===== src/rtl/spi_boot_loader_pkg.sv =====
// rtl/spi_boot_loader_pkg.sv - shared state enums and address constants for the SPI boot loader
package spi_boot_loader_pkg;

    localparam int RAM_AW = 18;

    localparam logic [RAM_AW-1:0] DEFAULT_BOOT_START_ADDR = 18'h0C000;
    localparam logic [RAM_AW-1:0] DEFAULT_BOOT_END_ADDR   = 18'h0FFFF;

    typedef enum logic [1:0] {
        WAIT,
        LOAD,
        FLUSH,
        DONE
    } top_state_t;

    typedef enum logic [1:0] {
        W_IDLE,
        W_SETUP,
        W_STROBE,
        W_HOLD
    } write_state_t;

endpackage


===== src/rtl/spi_boot_loader_sync_rx.sv =====
// rtl/spi_boot_loader_sync_rx.sv - SPI slave receiver: 2-flop synchronizers, edge detect, byte assembly
module spi_sync_rx (
    input  logic       clk,
    input  logic       reset_b,
    input  logic       arm_ss,
    input  logic       arm_sclk,
    input  logic       arm_mosi,
    output logic       ss_fall,
    output logic       ss_rise,
    output logic       byte_valid,
    output logic [7:0] byte_data
);

    logic [1:0] ss_sync;
    logic [1:0] sclk_sync;
    logic [1:0] mosi_sync;
    logic       ss_q;
    logic       sclk_q;
    logic [6:0] shift;
    logic [2:0] bit_cnt;
    logic       ss_s;
    logic       sclk_s;
    logic       mosi_s;
    logic       sclk_rise;

    assign ss_s      = ss_sync[1];
    assign sclk_s    = sclk_sync[1];
    assign mosi_s    = mosi_sync[1];
    assign ss_fall   = ss_q & ~ss_s;
    assign ss_rise   = ~ss_q & ss_s;
    assign sclk_rise = ~sclk_q & sclk_s;

    always_ff @(posedge clk or negedge reset_b) begin
        if (!reset_b) begin
            ss_sync    <= 2'b11;
            sclk_sync  <= 2'b11;
            mosi_sync  <= 2'b11;
            ss_q       <= 1'b1;
            sclk_q     <= 1'b1;
            shift      <= 7'd0;
            bit_cnt    <= 3'd0;
            byte_valid <= 1'b0;
            byte_data  <= 8'd0;
        end else begin
            ss_sync    <= {ss_sync[0], arm_ss};
            sclk_sync  <= {sclk_sync[0], arm_sclk};
            mosi_sync  <= {mosi_sync[0], arm_mosi};
            ss_q       <= ss_s;
            sclk_q     <= sclk_s;
            byte_valid <= 1'b0;
            // mosi shares the synchronizer latency of sclk, so it is aligned at the rising edge
            if (ss_s) begin
                bit_cnt <= 3'd0;
            end else if (sclk_rise) begin
                shift   <= {shift[5:0], mosi_s};
                bit_cnt <= bit_cnt + 3'd1;
                if (bit_cnt == 3'd7) begin
                    byte_valid <= 1'b1;
                    byte_data  <= {shift, mosi_s};
                end
            end
        end
    end

endmodule


===== src/rtl/spi_boot_loader.sv =====
// rtl/spi_boot_loader.sv - loads an SPI-streamed boot image into external RAM; BOOT_CHECKSUM_EN adds a byte checksum port
module spi_boot_loader
    import spi_boot_loader_pkg::*;
#(
    parameter logic [RAM_AW-1:0] BOOT_START_ADDR = DEFAULT_BOOT_START_ADDR,
    parameter logic [RAM_AW-1:0] BOOT_END_ADDR   = DEFAULT_BOOT_END_ADDR,
    parameter int                WE_CYCLES       = 2
) (
    input  logic              clk,
    input  logic              reset_b,
    input  logic              arm_ss,
    input  logic              arm_sclk,
    input  logic              arm_mosi,
    output logic              booting,
    output logic [RAM_AW-1:0] ram_addr,
    output logic [7:0]        ram_dout,
    output logic              ram_cs_b,
    output logic              ram_we_b,
    output logic              overflow
`ifdef BOOT_CHECKSUM_EN
    ,
    output logic [15:0]       checksum
`endif
);

    localparam logic [3:0] WE_LOAD = 4'(WE_CYCLES - 1);

    top_state_t   state;
    write_state_t wstate;
    logic         ss_fall;
    logic         ss_rise;
    logic         byte_valid;
    logic [7:0]   byte_data;
    logic [7:0]   buffer;
    logic         pending;
    logic         full;
    logic [3:0]   we_cnt;
    logic         byte_accept;
    logic         take;

    spi_sync_rx u_rx (
        .clk        (clk),
        .reset_b    (reset_b),
        .arm_ss     (arm_ss),
        .arm_sclk   (arm_sclk),
        .arm_mosi   (arm_mosi),
        .ss_fall    (ss_fall),
        .ss_rise    (ss_rise),
        .byte_valid (byte_valid),
        .byte_data  (byte_data)
    );

    // A byte can still land just after ss rises, so FLUSH accepts it too
    assign byte_accept = byte_valid && (state == LOAD || state == FLUSH);
    assign take        = (wstate == W_IDLE) && pending && !full;

    always_ff @(posedge clk or negedge reset_b) begin
        if (!reset_b) begin
            state   <= WAIT;
            booting <= 1'b1;
        end else begin
            case (state)
                WAIT:  if (ss_fall) state <= LOAD;
                LOAD:  if (ss_rise) state <= FLUSH;
                FLUSH: begin
                    if (wstate == W_IDLE && !pending && !byte_accept) begin
                        state   <= DONE;
                        booting <= 1'b0;
                    end
                end
                default: state <= DONE;
            endcase
        end
    end

    always_ff @(posedge clk or negedge reset_b) begin
        if (!reset_b) begin
            wstate   <= W_IDLE;
            pending  <= 1'b0;
            buffer   <= 8'd0;
            full     <= 1'b0;
            overflow <= 1'b0;
            we_cnt   <= 4'd0;
            ram_addr <= BOOT_START_ADDR;
            ram_dout <= 8'd0;
            ram_cs_b <= 1'b1;
            ram_we_b <= 1'b1;
`ifdef BOOT_CHECKSUM_EN
            checksum <= 16'd0;
`endif
        end else begin
            // When take and a new byte coincide, the old byte moves to ram_dout this cycle
            if (byte_accept) begin
                if (full) begin
                    overflow <= 1'b1;
                end else begin
                    buffer  <= byte_data;
                    pending <= 1'b1;
                    if (pending && !take) overflow <= 1'b1;
                end
            end else if (take) begin
                pending <= 1'b0;
            end

            if (wstate == W_IDLE && pending && full) begin
                pending  <= 1'b0;
                overflow <= 1'b1;
            end

            case (wstate)
                W_IDLE: begin
                    if (take) begin
                        wstate   <= W_SETUP;
                        ram_dout <= buffer;
                        ram_cs_b <= 1'b0;
                        ram_we_b <= 1'b1;
                    end
                end
                W_SETUP: begin
                    wstate   <= W_STROBE;
                    ram_we_b <= 1'b0;
                    we_cnt   <= WE_LOAD;
                end
                W_STROBE: begin
                    if (we_cnt == 4'd0) begin
                        wstate   <= W_HOLD;
                        ram_we_b <= 1'b1;
                    end else begin
                        we_cnt <= we_cnt - 4'd1;
                    end
                end
                W_HOLD: begin
                    wstate   <= W_IDLE;
                    ram_cs_b <= 1'b1;
`ifdef BOOT_CHECKSUM_EN
                    checksum <= checksum + {8'h00, ram_dout};
`endif
                    if (ram_addr == BOOT_END_ADDR) full <= 1'b1;
                    else                           ram_addr <= ram_addr + 18'd1;
                end
                default: wstate <= W_IDLE;
            endcase
        end
    end

endmodule

===== config.mk =====
export PLATFORM = sky130hd
export DESIGN_NAME = spi_boot_loader
export DESIGN_NICKNAME = d
export VERILOG_FILES = /design/src/rtl/spi_boot_loader_pkg.sv /design/src/rtl/spi_boot_loader_sync_rx.sv /design/src/rtl/spi_boot_loader.sv
export SDC_FILE = /design/constraint.sdc
export NUM_CORES = 1
export LEC_CHECK = 0
export BUFFER_PORTS_ARGS = -buffer_cell sky130_fd_sc_hd__clkbuf_2
export CORE_UTILIZATION = 58
export CTS_BUF_LIST = sky130_fd_sc_hd__clkbuf_16
export CTS_CLUSTER_SIZE = 8
export DETAILED_ROUTE_END_ITERATION = 6
export GPL_TIMING_DRIVEN = 1
export PLACE_DENSITY_LB_ADDON = 0.3
export SLEW_MARGIN = 40
export SYNTH_ARGS = -nofsm -noshare
export SYNTH_HDL_FRONTEND = slang
export SYNTH_SLANG_ARGS = --single-unit

===== constraint.sdc =====
create_clock -name clk -period 2.2 [get_ports clk]
set_input_delay 0.44 -clock clk [delete_from_list [all_inputs] [get_ports clk]]
set_output_delay 0.44 -clock clk [all_outputs]
set_load 0.005 [all_outputs]

==> reports/results.txt <==
Die Y-Extent - 77.3 µm
TNS Setup - 0 ps
Layout cells sized above 1 - 35.7%
Worst slew pin tran - 409 ps
Clock root buffer - clkbuf_16
CP max stage delay - 520 ps
Ys Warns - 0
Syn Inst Count - 254
Hold_ws - 5.22 ps
Postcts setup bufs - 0
Worst endpoint required time - 2410 ps
Critical R2R Launch - u_rx.sclk_sync[1]
Critical path cell sequence - nand2b_1 > nor2_4 > and2_1 > mux2_2
Final period util - 85.9%
Clk slew on worst S/H paths - 50 ps
Gpl congestion - 0.746
Starting Density - 60.1%
Slew headroom - 72.7%
Initial DRC Count - 71
Final setup fails - 0
Critical path launch point type - flip-flop
Routed WL - 5550 µm
Antenna Nets Post-Route - 0
Most common library cell in the layout ignoring fill and taps - dfrtp_1
Power Total - 3.78 mW
Port Buffers - 34
DRC Markers - 0
CP endpoint kind - flip-flop
Slowest stage cell, crit path - dfstp_2
Final setup skew - 4.45 ps
Final nets - 314
Final-layout fill cell count - 405
Reg2reg end - u_rx.byte_data[7]
Mean Syn Cell Area - 12.9 µm²
Async SR Flop Fraction - 100%
R2R setup slack - 310 ps
FF-to-FF path depth - 4
Max Root-Sink Buffers - 2
Antenna violations before repair - 0
Die area - 0.00597 mm²
Area growth from synthesis to layout - 16.7%
TritonCTS Buffers - 9
Crit path kind - flip-flop to flip-flop
Minimum clock period - 1890 ps
Area of the multi-input gates - 0.00132 mm²
Register area - 0.00189 mm²
WP buf/inv - 0
Max-cap violations - 0
Post_cts resized - 0
Number of global-route vias before repair - 2071
Post-DP HPWL - 3700 µm
Gr ovfl total - 0
Sink Count - 75
Final core occ - 70.1%
Final Hold Viols - 0
Vias after detailed routing - 2078
CTS Hold Bufs - 0
Site row count - 27
Largest net degree at the start of global routing - 53
Yosys cell types - 52
RSZ-0062 raised after global routing - false
Status - complete, no violations
Total Routing Usage GR - 21.4%
Crit-path max FO - 9
Wirelength per Cell - 14.9 µm
Chip width - 77.3 µm
Final WS setup - 309 ps
CP top delay family - simple AND/OR/NAND/NOR gates
Net count after synthesis - 273
Ant. Diodes - 0
Max-slew violations - 0
Worst vdd ir - 0.592 mV
Max Clk Rate - 529 MHz
CORE AREA - 0.00547 mm²
FF+latch count, synth - 75
H-tree depth - 3
First-pass GRT wire length - 9810 µm
Synth Flop Type - dfrtp_1
Post-synth EDFFs - 0
Worst Path Arrival - 2100 ps
Hold Path Class - input pin to asynchronous set/reset pin
Clk Latency, worst-skew pair - 330 ps
Register area share after synthesis - 57.6%
Post-DR vias/cell - 5.59
I/O Pins - 35
Placement Setup Slack - 320 ps
Pwr dens - 985 mW/mm²
Syn Std Cell Area - 0.00329 mm²
Leakage - 1.87 nW
TritonCTS clock tree - built
Most frequent cells in the layout - dfrtp_1, clkbuf_2, mux2_2
Drt first pass iters - 4
==> area by class of cell <==
class | count | share of cell area, %
tap | 72 | 2.35
timing repair buffer | 36 | 5.22
sequential | 75 | 49.4
clock inverter | 7 | 1.79
inverter | 11 | 1.08
clock buffer | 9 | 5.87
multi-input combinational | 162 | 34.3
==> worst max path at each step <==
stage	endpoint	cells after the start	from
2_1_floorplan	buffer[0]	6	state[0]
3_3_place_gp	u_rx.byte_data[2]	4	u_rx.sclk_sync[1]
3_5_place_dp	u_rx.byte_data[0]	4	u_rx.sclk_sync[1]
4_1_cts	u_rx.byte_data[3]	4	u_rx.sclk_sync[1]
5_1_grt	u_rx.byte_data[3]	4	u_rx.sclk_sync[1]
6_report	u_rx.byte_data[7]	4	u_rx.sclk_sync[1]
==> metal layers <==
metal	up-vias	GRT usage [%]	routed length [µm]
met1	1044	29.4	2650
met4	0	7.55	66
met3	8	6.55	216
met2	43	32.2	2620
met5	-	0	0
li1	983	-	-
==> metrics by stage <==
| stage | instances | area (µm²) |
|---|---|---|
| floorplan | 254 | 3290 |
| detailed placement | 356 | 3540 |
| finish | 372 | 3830 |
| CTS | 372 | 3830 |
| global route | 372 | 3830 |
| global placement | 356 | 3540 |
==> kinds of logic after synthesis <==
group / count (synthesis) / synth area share, %
fa+ha+maj: 14 / 5.33
compound gates: 39 / 7.92
mux: 38 / 12.8
simple gates: 60 / 11.1
flops: 75 / 57.6
xor+xnor: 11 / 2.93
buf+inv: 17 / 2.36
==> state kept, by name, summed over array words and instances, names as in the netlist, 2 cells and up <==
register        flops
ram_addr           18
buffer              8
ram_dout            8
u_rx.byte_data      8
u_rx.shift          7
we_cnt              4
u_rx.bit_cnt        3
state               2
u_rx.mosi_sync      2
u_rx.sclk_sync      2
u_rx.ss_sync        2
wstate              2
==> cell usage after synthesis (2+ instances only) <==
cell / instances / area share [%]
nor3_1: 4 / 0.61
xnor2_1: 9 / 2.4
and3_1: 5 / 0.95
mux2i_1: 6 / 1.8
a21o_1: 2 / 0.46
nand2_1: 10 / 1.1
clkbuf_1: 2 / 0.23
nand3_1: 6 / 0.91
dfrtp_1: 62 / 47
nand4b_1: 2 / 0.53
mux2_2: 32 / 11
ha_1: 14 / 5.3
and2_1: 3 / 0.57
dfstp_2: 13 / 10
or3_1: 2 / 0.38
o21ai_0: 15 / 2.3
nand2b_1: 3 / 0.57
nand4_1: 5 / 0.95
inv_1: 11 / 1.3
nor2_1: 7 / 0.80
xor2_1: 2 / 0.53
a21oi_1: 7 / 1.1
a31oi_1: 2 / 0.38
o31ai_1: 2 / 0.46
==> report_power, final <==
part	total (mW)	internal (mW)	switching, mW	leakage (nW)
clock	1.41	0.872	0.540	0.141
combinational	0.656	0.301	0.354	0.761
sequential	1.71	1.56	0.147	0.966
No activity file was read; power rests on OpenSTA's default activity.
